==> config.mk <==
export PLATFORM = sky130hd
export DESIGN_NAME = nes_pad_poller_flat
export DESIGN_NICKNAME = d
export VERILOG_FILES = /design/src/rtl/nes_pad_poller_pkg.sv /design/src/rtl/nes_pad_poller_if.sv /design/src/rtl/nes_pad_seq_rom.sv /design/src/rtl/nes_pad_poller.sv /design/src/flat_wrapper.sv
export SDC_FILE = /design/constraint.sdc
export NUM_CORES = 1
export LEC_CHECK = 0
export CAP_MARGIN = 25
export CORE_MARGIN = 4
export CORE_UTILIZATION = 30
export CTS_CLUSTER_SIZE = 30
export DETAILED_ROUTE_END_ITERATION = 10
export PLACE_DENSITY = 0.57
export SYNTH_ARGS = -nofsm -noshare
export SYNTH_HDL_FRONTEND = slang
export SYNTH_SLANG_ARGS = --single-unit
==> constraint.sdc <==
create_clock -name clk -period 2.5 [get_ports clk]
set_input_delay 0.375 -clock clk [delete_from_list [all_inputs] [get_ports clk]]
set_output_delay 0.375 -clock clk [all_outputs]
set_load 0.005 [all_outputs]
==> src/rtl/nes_pad_poller_pkg.sv <==
// Shared definitions for the NES Classic pad poller: controller command codes,
// programme step indices, report decode bit positions and the state encoding.
package nes_pad_poller_pkg;

  localparam logic [1:0] CMD_START = 2'd0;
  localparam logic [1:0] CMD_WRITE = 2'd1;
  localparam logic [1:0] CMD_READ  = 2'd2;
  localparam logic [1:0] CMD_STOP  = 2'd3;

  localparam logic [4:0] STEP_INIT      = 5'd0;
  localparam logic [4:0] STEP_PTR       = 5'd10;
  localparam logic [4:0] STEP_PTR_LAST  = 5'd13;
  localparam logic [4:0] STEP_READ      = 5'd14;
  localparam logic [4:0] STEP_READ_LAST = 5'd22;

  localparam int RPT_BYTES = 6;

  // Bit positions inside report bytes 4 and 5 (buttons are active low there)
  localparam int BIT_A     = 4;  // byte 5
  localparam int BIT_B     = 6;  // byte 5
  localparam int BIT_SEL   = 4;  // byte 4
  localparam int BIT_START = 2;  // byte 4
  localparam int BIT_UP    = 0;  // byte 5
  localparam int BIT_DOWN  = 6;  // byte 4
  localparam int BIT_LEFT  = 1;  // byte 5
  localparam int BIT_RIGHT = 7;  // byte 4

  typedef struct packed {
    logic [1:0] cmd;
    logic [7:0] wdata;
    logic       wack;
    logic       last;
  } step_t;

  typedef enum logic [1:0] {
    S_WAIT  = 2'd0,
    S_ISSUE = 2'd1,
    S_BUSY  = 2'd2,
    S_DONE  = 2'd3
  } state_t;

  function automatic step_t make_step(input logic [1:0] cmd, input logic [7:0] wdata,
                                      input logic wack, input logic last);
    step_t s;
    s.cmd   = cmd;
    s.wdata = wdata;
    s.wack  = wack;
    s.last  = last;
    return s;
  endfunction

  // Returns {present, buttons}; an all-0xFF report means no pad answered.
  function automatic logic [8:0] decode_report(input logic [RPT_BYTES-1:0][7:0] rx);
    logic [8:0] r;
    if (&rx) begin
      r = 9'h000;
    end else begin
      r = {1'b1,
           ~rx[5][BIT_A], ~rx[5][BIT_B], ~rx[4][BIT_SEL], ~rx[4][BIT_START],
           ~rx[5][BIT_UP], ~rx[4][BIT_DOWN], ~rx[5][BIT_LEFT], ~rx[4][BIT_RIGHT]};
    end
    return r;
  endfunction

endpackage

==> src/rtl/nes_pad_poller_if.sv <==
// Command interface between the pad poller (master) and the byte-level I2C
// controller (slave).
interface nes_pad_poller_if;
  logic [1:0] cmd;
  logic       start;
  logic [7:0] wdata;
  logic       wack;
  logic       ready;
  logic [7:0] rdata;
  logic       rdata_valid;

  modport master (
    output cmd, start, wdata, wack,
    input  ready, rdata, rdata_valid
  );

  modport slave (
    input  cmd, start, wdata, wack,
    output ready, rdata, rdata_valid
  );
endinterface

==> src/rtl/nes_pad_seq_rom.sv <==
// Step programme ROM: INIT (0-9), register-pointer write (10-13) and
// 6-byte report read (14-22).
module nes_pad_seq_rom
  import nes_pad_poller_pkg::*;
#(
  parameter logic [6:0] DEV_ADDR = 7'h52
) (
  input  logic [4:0] step,
  output step_t      entry
);

  localparam logic [7:0] ADDR_W = {DEV_ADDR, 1'b0};
  localparam logic [7:0] ADDR_R = {DEV_ADDR, 1'b1};

  // Step lookup; unused indices decode to a phase-final STOP
  always_comb begin
    entry = make_step(CMD_STOP, 8'h00, 1'b0, 1'b1);
    case (step)
      5'd0:    entry = make_step(CMD_START, 8'h00,  1'b0, 1'b0);
      5'd1:    entry = make_step(CMD_WRITE, ADDR_W, 1'b0, 1'b0);
      5'd2:    entry = make_step(CMD_WRITE, 8'hF0,  1'b0, 1'b0);
      5'd3:    entry = make_step(CMD_WRITE, 8'h55,  1'b0, 1'b0);
      5'd4:    entry = make_step(CMD_STOP,  8'h00,  1'b0, 1'b0);
      5'd5:    entry = make_step(CMD_START, 8'h00,  1'b0, 1'b0);
      5'd6:    entry = make_step(CMD_WRITE, ADDR_W, 1'b0, 1'b0);
      5'd7:    entry = make_step(CMD_WRITE, 8'hFB,  1'b0, 1'b0);
      5'd8:    entry = make_step(CMD_WRITE, 8'h00,  1'b0, 1'b0);
      5'd9:    entry = make_step(CMD_STOP,  8'h00,  1'b0, 1'b1);
      5'd10:   entry = make_step(CMD_START, 8'h00,  1'b0, 1'b0);
      5'd11:   entry = make_step(CMD_WRITE, ADDR_W, 1'b0, 1'b0);
      5'd12:   entry = make_step(CMD_WRITE, 8'h00,  1'b0, 1'b0);
      5'd13:   entry = make_step(CMD_STOP,  8'h00,  1'b0, 1'b1);
      5'd14:   entry = make_step(CMD_START, 8'h00,  1'b0, 1'b0);
      5'd15:   entry = make_step(CMD_WRITE, ADDR_R, 1'b0, 1'b0);
      5'd16,
      5'd17,
      5'd18,
      5'd19,
      5'd20:   entry = make_step(CMD_READ,  8'h00,  1'b0, 1'b0);
      5'd21:   entry = make_step(CMD_READ,  8'h00,  1'b1, 1'b0);
      5'd22:   entry = make_step(CMD_STOP,  8'h00,  1'b0, 1'b1);
      default: entry = make_step(CMD_STOP,  8'h00,  1'b0, 1'b1);
    endcase
  end

endmodule

==> src/rtl/nes_pad_poller.sv <==
// Sequences the I2C controller to initialise an NES Classic pad and then poll
// its report, decoding it into an active-high 8-bit button vector.
module nes_pad_poller
  import nes_pad_poller_pkg::*;
#(
  parameter int         POLL_INTERVAL = 100000,
  parameter int         CONV_DELAY    = 500,
  parameter logic [6:0] DEV_ADDR      = 7'h52
) (
  input  logic                clk,
  input  logic                rst_n,
  input  logic                enable,
  nes_pad_poller_if.master    i2c,
  output logic [7:0]          buttons,
  output logic                buttons_valid,
  output logic                present,
  output logic                busy
);

  localparam int MAX_DELAY = (POLL_INTERVAL > CONV_DELAY) ? POLL_INTERVAL : CONV_DELAY;
  localparam int CNT_W     = $clog2(MAX_DELAY + 1);
  localparam logic [CNT_W-1:0] POLL_LOAD = CNT_W'(POLL_INTERVAL);
  localparam logic [CNT_W-1:0] CONV_LOAD = CNT_W'(CONV_DELAY);

  state_t                      state_q, state_d;
  logic [4:0]                  step_q, step_d;
  logic                        init_done_q, init_done_d;
  logic [CNT_W-1:0]            cnt_q, cnt_d;
  logic [1:0]                  cmd_q, cmd_d;
  logic [7:0]                  wdata_q, wdata_d;
  logic                        wack_q, wack_d;
  logic                        start_q, start_d;
  logic [RPT_BYTES-1:0][7:0]   rx_q, rx_d;
  logic [2:0]                  rd_idx_q, rd_idx_d;
  logic [7:0]                  buttons_q, buttons_d;
  logic                        valid_q, valid_d;
  logic                        present_q, present_d;
  logic                        busy_q, busy_d;
  logic [8:0]                  decode_s;
  step_t                       rom_s;
  logic                        rdata_valid_unused;

  nes_pad_seq_rom #(.DEV_ADDR(DEV_ADDR)) u_rom (
    .step  (step_q),
    .entry (rom_s)
  );

  assign decode_s           = decode_report(rx_q);
  assign rdata_valid_unused = i2c.rdata_valid;

  // Next-state and output computation for the step sequencer
  always_comb begin
    state_d     = state_q;
    step_d      = step_q;
    init_done_d = init_done_q;
    cnt_d       = cnt_q;
    cmd_d       = cmd_q;
    wdata_d     = wdata_q;
    wack_d      = wack_q;
    start_d     = 1'b0;
    rx_d        = rx_q;
    rd_idx_d    = rd_idx_q;
    buttons_d   = buttons_q;
    valid_d     = 1'b0;
    present_d   = present_q;

    case (state_q)
      S_WAIT: begin
        // enable only matters here, at a phase boundary
        if (cnt_q != '0) begin
          cnt_d = cnt_q - CNT_W'(1);
        end else if (enable) begin
          state_d = S_ISSUE;
        end else begin
          state_d = S_WAIT;
        end
      end
      S_ISSUE: begin
        if (i2c.ready) begin
          start_d = 1'b1;
          cmd_d   = rom_s.cmd;
          wdata_d = rom_s.wdata;
          wack_d  = rom_s.wack;
          state_d = S_BUSY;
        end else begin
          state_d = S_ISSUE;
        end
      end
      S_BUSY: begin
        if (!i2c.ready) begin
          state_d = S_DONE;
        end else begin
          state_d = S_BUSY;
        end
      end
      S_DONE: begin
        if (i2c.ready) begin
          if (cmd_q == CMD_READ) begin
            rx_d[rd_idx_q] = i2c.rdata;
            rd_idx_d       = rd_idx_q + 3'd1;
          end else begin
            rd_idx_d = rd_idx_q;
          end
          if (rom_s.last) begin
            state_d = S_WAIT;
            if (!init_done_q) begin
              init_done_d = 1'b1;
              cnt_d       = '0;
              step_d      = STEP_PTR;
            end else if (step_q == STEP_PTR_LAST) begin
              cnt_d  = CONV_LOAD;
              step_d = STEP_READ;
            end else begin
              cnt_d     = POLL_LOAD;
              step_d    = STEP_PTR;
              rd_idx_d  = 3'd0;
              present_d = decode_s[8];
              buttons_d = decode_s[7:0];
              valid_d   = 1'b1;
            end
          end else begin
            state_d = S_ISSUE;
            step_d  = step_q + 5'd1;
          end
        end else begin
          state_d = S_DONE;
        end
      end
      default: begin
        state_d = S_WAIT;
        step_d  = STEP_INIT;
      end
    endcase

    busy_d = (state_d != S_WAIT);
  end

  // State and output registers
  always_ff @(posedge clk or negedge rst_n) begin
    if (!rst_n) begin
      state_q     <= S_WAIT;
      step_q      <= STEP_INIT;
      init_done_q <= 1'b0;
      cnt_q       <= '0;
      cmd_q       <= 2'd0;
      wdata_q     <= 8'h00;
      wack_q      <= 1'b0;
      start_q     <= 1'b0;
      rx_q        <= '0;
      rd_idx_q    <= 3'd0;
      buttons_q   <= 8'h00;
      valid_q     <= 1'b0;
      present_q   <= 1'b0;
      busy_q      <= 1'b0;
    end else begin
      state_q     <= state_d;
      step_q      <= step_d;
      init_done_q <= init_done_d;
      cnt_q       <= cnt_d;
      cmd_q       <= cmd_d;
      wdata_q     <= wdata_d;
      wack_q      <= wack_d;
      start_q     <= start_d;
      rx_q        <= rx_d;
      rd_idx_q    <= rd_idx_d;
      buttons_q   <= buttons_d;
      valid_q     <= valid_d;
      present_q   <= present_d;
      busy_q      <= busy_d;
    end
  end

  assign i2c.cmd       = cmd_q;
  assign i2c.start     = start_q;
  assign i2c.wdata     = wdata_q;
  assign i2c.wack      = wack_q;
  assign buttons       = buttons_q;
  assign buttons_valid = valid_q;
  assign present       = present_q;
  assign busy          = busy_q;

endmodule

==> src/flat_wrapper.sv <==
// flat-port wrapper written by rule: the top's interface ports become plain ports
module nes_pad_poller_flat import nes_pad_poller_pkg::*;
#(
  parameter int         POLL_INTERVAL = 100000,
  parameter int         CONV_DELAY    = 500,
  parameter logic [6:0] DEV_ADDR      = 7'h52
)
  (clk, rst_n, enable, buttons, buttons_valid, present, busy, i2c_cmd, i2c_start, i2c_wdata, i2c_wack, i2c_ready, i2c_rdata, i2c_rdata_valid);
  nes_pad_poller_if i2c_i ();
  input  logic clk;
  input  logic rst_n;
  input  logic enable;
  output logic [7:0] buttons;
  output logic buttons_valid;
  output logic present;
  output logic busy;
  output wire logic [$bits(i2c_i.cmd)-1:0] i2c_cmd;
  output wire logic [$bits(i2c_i.start)-1:0] i2c_start;
  output wire logic [$bits(i2c_i.wdata)-1:0] i2c_wdata;
  output wire logic [$bits(i2c_i.wack)-1:0] i2c_wack;
  input wire logic [$bits(i2c_i.ready)-1:0] i2c_ready;
  input wire logic [$bits(i2c_i.rdata)-1:0] i2c_rdata;
  input wire logic [$bits(i2c_i.rdata_valid)-1:0] i2c_rdata_valid;
  assign i2c_cmd = i2c_i.cmd;
  assign i2c_start = i2c_i.start;
  assign i2c_wdata = i2c_i.wdata;
  assign i2c_wack = i2c_i.wack;
  assign i2c_i.ready = i2c_ready;
  assign i2c_i.rdata = i2c_rdata;
  assign i2c_i.rdata_valid = i2c_rdata_valid;
  nes_pad_poller #(.POLL_INTERVAL(POLL_INTERVAL), .CONV_DELAY(CONV_DELAY), .DEV_ADDR(DEV_ADDR)) u_core (.clk(clk), .rst_n(rst_n), .enable(enable), .i2c(i2c_i), .buttons(buttons), .buttons_valid(buttons_valid), .present(present), .busy(busy));
endmodule
# == Word-level counts from Yosys, hierarchy flattened ==
# Memory sizes are Yosys's and may differ from the RTL's.
# Cells that the tools add are included.
# word_totals
register_bits,99
latch_bits,0
ramBits,0
mem_bits_ro,384
input_bits,13
out_inout_bits,23
elab_cells,85
mem_count,1
# op_classes
n_addsub,3
n_mul,0
n_div,0
n_lt_le_gt_ge,2
n_eq_ne,8
shifts,0
mux,31
n_bitwise,9
reduce_logical,12
# mem_list
name,depth,width,read_ports,rd_ports_with_merged_regs,write_ports,line,text
(no name shown),32,12,1,0,0,nes_pad_seq_rom.sv:18,case (step)
# op_table
operator,n
$mux 17,5
$bwmux 48,1
$reduce_and 48->1,1
$pmux 17 s2,1
$demux 8 s3,1
$reduce_bool 17->1,1
$sub 17x1->17 const B,1
$mux 3,5
$mux 1,10
$mux 5,2
$mux 9,1
$not 1->1,9
$mux 8,1
$pmux 2 s4,1
$eq 2x2->1 const B,3
$mux 2,3
$reduce_and 3->1,2
$add 5x1->5 const B,1
$eq 5x4->1 const B,1
$reduce_and 5->1,1
$lt 3x4->1 const B,1
$ne 2x1->1 const B,2
$reduce_and 2->1,2
$reduce_and 4->1,1
other kinds (7),8

# == Depth between registers and ports, before layout ==
# logic_depth
ltp_word,6
depth_mapped,8
depth_no_buf,7

# == Modules after synthesis ==
# Synthesis repeated with hierarchy kept, for this count alone.
# hier_totals
cells_unflattened,423
hier_area_um2,4720.8
# modules_own_cells
mod,instances,cells_each,area_per_inst_um2,seq_area_each_um2
nes_pad_poller,1,386,4465.5,2477.4
nes_pad_seq_rom,1,37,255.2,0.0

# == Worst setup path after synthesis ==
# Ideal clock, no wire load.
# synth_timing
path_kind,reg2reg
start,register u_core.cnt_q[0]
end,register u_core.cnt_q[12]
setup_ns,0.138
arrival_time_ns,1.697
required_ns,2.362
setup_slack_ns,0.664
stages_incl_launch_ff,8
n_path_buf,0
period_less_slack_ns,1.836
path_cell_list,dfrtp_1 > inv_1 > ha_1 > or3b_2 > nor3_2 > nand4_1 > xor2_1 > nor2_1
# synth_between
elab_chain_len,3
word_cells_on_any_way,6
cone_classes,1 x add/sub; 1 x eq/ne; 2 x mux; 2 x reduce/logical
# synth_rtl
element,line,text
start: declaration,nes_pad_poller.sv:28,"logic [CNT_W-1:0] cnt_q, cnt_d;"
start signal: assignment,nes_pad_poller.sv:159,cnt_q <= cnt_d;
$sub 17x1->17 / $reduce_bool 17->1 (equally long branches),"nes_pad_poller.sv:71, nes_pad_poller.sv:70",
$mux 17 / $ne 2x1->1 (equally long branches),--,
$pmux 17 s2 / $reduce_and 4->1 (equally long branches),--,
# Several ways; a longest one is shown, not always the timed one. The select of a mux whose other input is x is not followed.
# A chain may end at the register's enable or synchronous reset.

# == Worst setup path in the final report ==
# layout_timing
start,register u_core.step_q[1]
end,register u_core.cnt_q[4]
# layout_between
elab_chain_len,6
word_cells_on_any_way,9
cone_classes,2 x eq/ne; 5 x mux; 1 x reduce/logical; 1 x memory
# layout_rtl
element,line,text
start: declaration,nes_pad_poller.sv:26,"logic [4:0] step_q, step_d;"
start signal: assignment,nes_pad_poller.sv:157,step_q <= step_d;
branches (longest 6 deep; another with $mem_v2 32x12),--,
# Several ways; the timed one is not identified. The select of a mux whose other input is x is not followed.

==> results.toml <==
[route]
firstDrtPassIters = 4
route.vias.total = 3094
postRouteAntennaNets = 0
first_iter_violations = 259
drc = 0
routedWlPerCell_um = 15.07
wirelength_mm = 9.359
viasPerCell = 4.982

[yosys]
ys.flop_type = "dfrtp_1"
yosysSeqAreaShare_pct = 53.75
yosys.area.top_type = "dfrtp_1"
synth_edf_count = 0
synth_area_per_cell_um2 = 11.46
yosys-top-cells-area = "dfrtp_1, mux2_2, o21ai_0"
ys_ff_latch = 96
syn_nets = 411
yosysTopAreaCellShare_pct = 53.75
synth_area_um2 = 4469
synth_cell_type_count = 53
synth_async_sr_flop_share_pct = 100.0
synthesis.instances = 390
ys_warn_count = 0

[power_and_ir_drop]
peakVddDrop_mv = 0.3131
powerDensity_nw_per_um2 = 925.3
total_power_mw = 4.955
power_leakage_nw = 2.418

[worst_setup_path]
path_class = "flip-flop to flip-flop"
crit_fanout = 10
crit_path_cell_trace = "inv_1 > ha_1 > a21oi_1 > nor3_2 > a21oi_2 > buf_4 > a21oi_1 > o32a_1"
startpoint_type = "flip-flop"
crit_path_end_kind = "flip-flop"
crit_buf_inv = 2
crit_top_cell = "a21oi_1"
critPathRequiredTime_ns = 2.72
cp_top_family = "compound AO/OA/AOI/OAI gates"
r2r_slack_ns = 0.31
cp.arrival_ns = 2.41
timing.rr.start = "u_core.step_q[1]$_DFFE_PN0P_"
cp_slowest_cell = "dfrtp_1"
worst_r2r_path_depth = 8
critical_path_cell_count = 8
r2r-end = "u_core.cnt_q[4]$_DFFE_PN0P_"
max_stage_delay_ns = 0.45

[floorplan]
die_x_um = 130.1
ioPinCount = 36
die_h_um = 130.1
num_rows = 44
core_area_um2 = 14590
die-area_um2 = 16910
initial_core_util_pct = 30.63

[cts]
cts.sinks = 96
cts_max_path_buffers = 2
cts_buffers = 9
cts-root-buf = "clkbuf_16"
cts_tree = "done"
path_clk_slew_ns = 0.08
cts.htree.levels = 3
cts_resized = 0
cts_hold_buf = 0
clock_latency_ns = 0.34
cts_post_setup_buffers_inserted = 0

[placement]
port_buffers = 34
dp.cells = 605
dp_hpwl_mm = 6.516
gp_congestion = 0.8509
placed_area_um2 = 5062

[global_route]
grt_max_degree = 48
grt_pass1_wl_mm = 15.95
antenna_found_initial = 0
grt_pass1_vias = 3133
grt-ovfl-total = 0
grtUsageTotal_pct = 11.82

[layout]
mostFrequentLayoutCells = "dfrtp_1, mux2_2, o21ai_0"
nets = 453
syn_to_final_growth_pct = 19.82
nFillCells = 1396
drive_above_1_share_pct = 22.20
stdcell_area_um2 = 5355
seq_area_um2 = 2402
multi_input_area_um2 = 1926
final_common_cell = "dfrtp_1"
stdcell_count = 621
diodes = 0

[timing]
setup_viol = 0
skew_ns = 0.01417
worst_pin_slew_ns = 0.6408
holdWs_ns = 0.04176
tns_ns = 0
rsz0062_at_grt = "false"
period_needed_ns = 2.191
fmax_mhz = 456.5
drv_slew = 0
timing.final.crit_share_pct = 87.62
hold_viol = 0
slew_headroom_pct = 57.28

[outcome]
run_status = "finished, final reports clean"

[hold_path]
hold_class = "primary input to asynchronous set/reset pin"

[run]
drv_cap = 0
[metrics by stage]
stage / util [%] / setup slack [ns]
2_1_floorplan: - / 0.6643
3_3_place_gp: 34.70 / 0.1780
3_5_place_dp: 34.70 / 0.1550
5_1_grt: 36.71 / 0.1386
4_1_cts: 36.71 / 0.3362
6_report: 36.71 / 0.3094
[report_power, final]
part	switching (mW)	total [mW]	internal [mW]
sequential	0.367	2.21	1.84
combinational	0.741	1.39	0.650
clock	0.628	1.35	0.724
total	1.74	4.96	3.22
[sequential cells by signal, summed over array words and instances, names as in the netlist]
register and flops:
u_core.buttons_valid 1, u_core.rx_q 48, u_core.init_done_q 1, u_core.rd_idx_q 3
u_core.buttons 8, u_core.busy 1, u_core.cnt_q 17, u_core.step_q 5
u_core.present 1, u_core.state_q 2, u_core.i2c.wdata 5, u_core.i2c.wack 1
u_core.i2c.start 1, u_core.i2c.cmd 2
[area by class of cell]
type                            count  share of cell area, %
Sequential cell                    96                  44.86
Clock buffer                       10                  4.463
Multi-Input combinational cell    264                  35.96
Tap cell                          184                  4.299
Inverter                           13                 0.9112
Timing Repair Buffer               48                  8.505
Clock inverter                      6                  1.005
[Yosys cell counts (all sizes together) (3+ instances only)]
library cell and n:
nor4 8, nand4b 4, and3 3, o31ai 3
o21ai 38, and2 4, nand3 6, inv 13
a31oi 9, clkbuf 8, mux2 49, buf 9
nand2 29, nor4b 3, nor2 32, nand4 18
nor3 7, xor2 6, a21oi 11, mux2i 4
ha 8, dfrtp 96
[cell families (layout without fill, tap and decap cells)]
group                      count (synthesis)  in the layout  synth area share (%)
AOI/OAI and AO/OA                         73             73                 9.603
xor gates and xnor gates                   8              8                 1.568
and+or+nand+nor                          122            122                 16.43
adders and majority gates                  8              8                 2.240
muxes                                     53             53                 13.24
buffers and inverters                     30             77                 3.164
DFF                                       96             96                 53.75
[routing by layer]
metal  global-route usage [%]  share of wire (%)  vias to the layer above
met2                    18.47                 46                       73
met3                    1.883                3.7                       13
met4                    4.829                1.4                        0
li1                         -                  -                     1491
met1                    16.39                 49                     1517
met5                        0                  0                        -
[how the worst max path moves through the flow]
stage / startpoint / endpoint / slack [ns]
after floorplan: u_core.cnt_q[0]$_DFFE_PN0P_ / u_core.cnt_q[12]$_DFFE_PN0P_ / 0.66
after global placement: i2c_ready / u_core.rx_q[11]$_DFFE_PN0P_ / 0.18
after detailed placement: i2c_ready / u_core.rx_q[11]$_DFFE_PN0P_ / 0.16
after CTS: u_core.step_q[1]$_DFFE_PN0P_ / u_core.cnt_q[4]$_DFFE_PN0P_ / 0.34
after global routing: u_core.step_q[1]$_DFFE_PN0P_ / u_core.cnt_q[4]$_DFFE_PN0P_ / 0.14
final: u_core.step_q[1]$_DFFE_PN0P_ / u_core.cnt_q[4]$_DFFE_PN0P_ / 0.31
(Power assumes the default switching activity.)
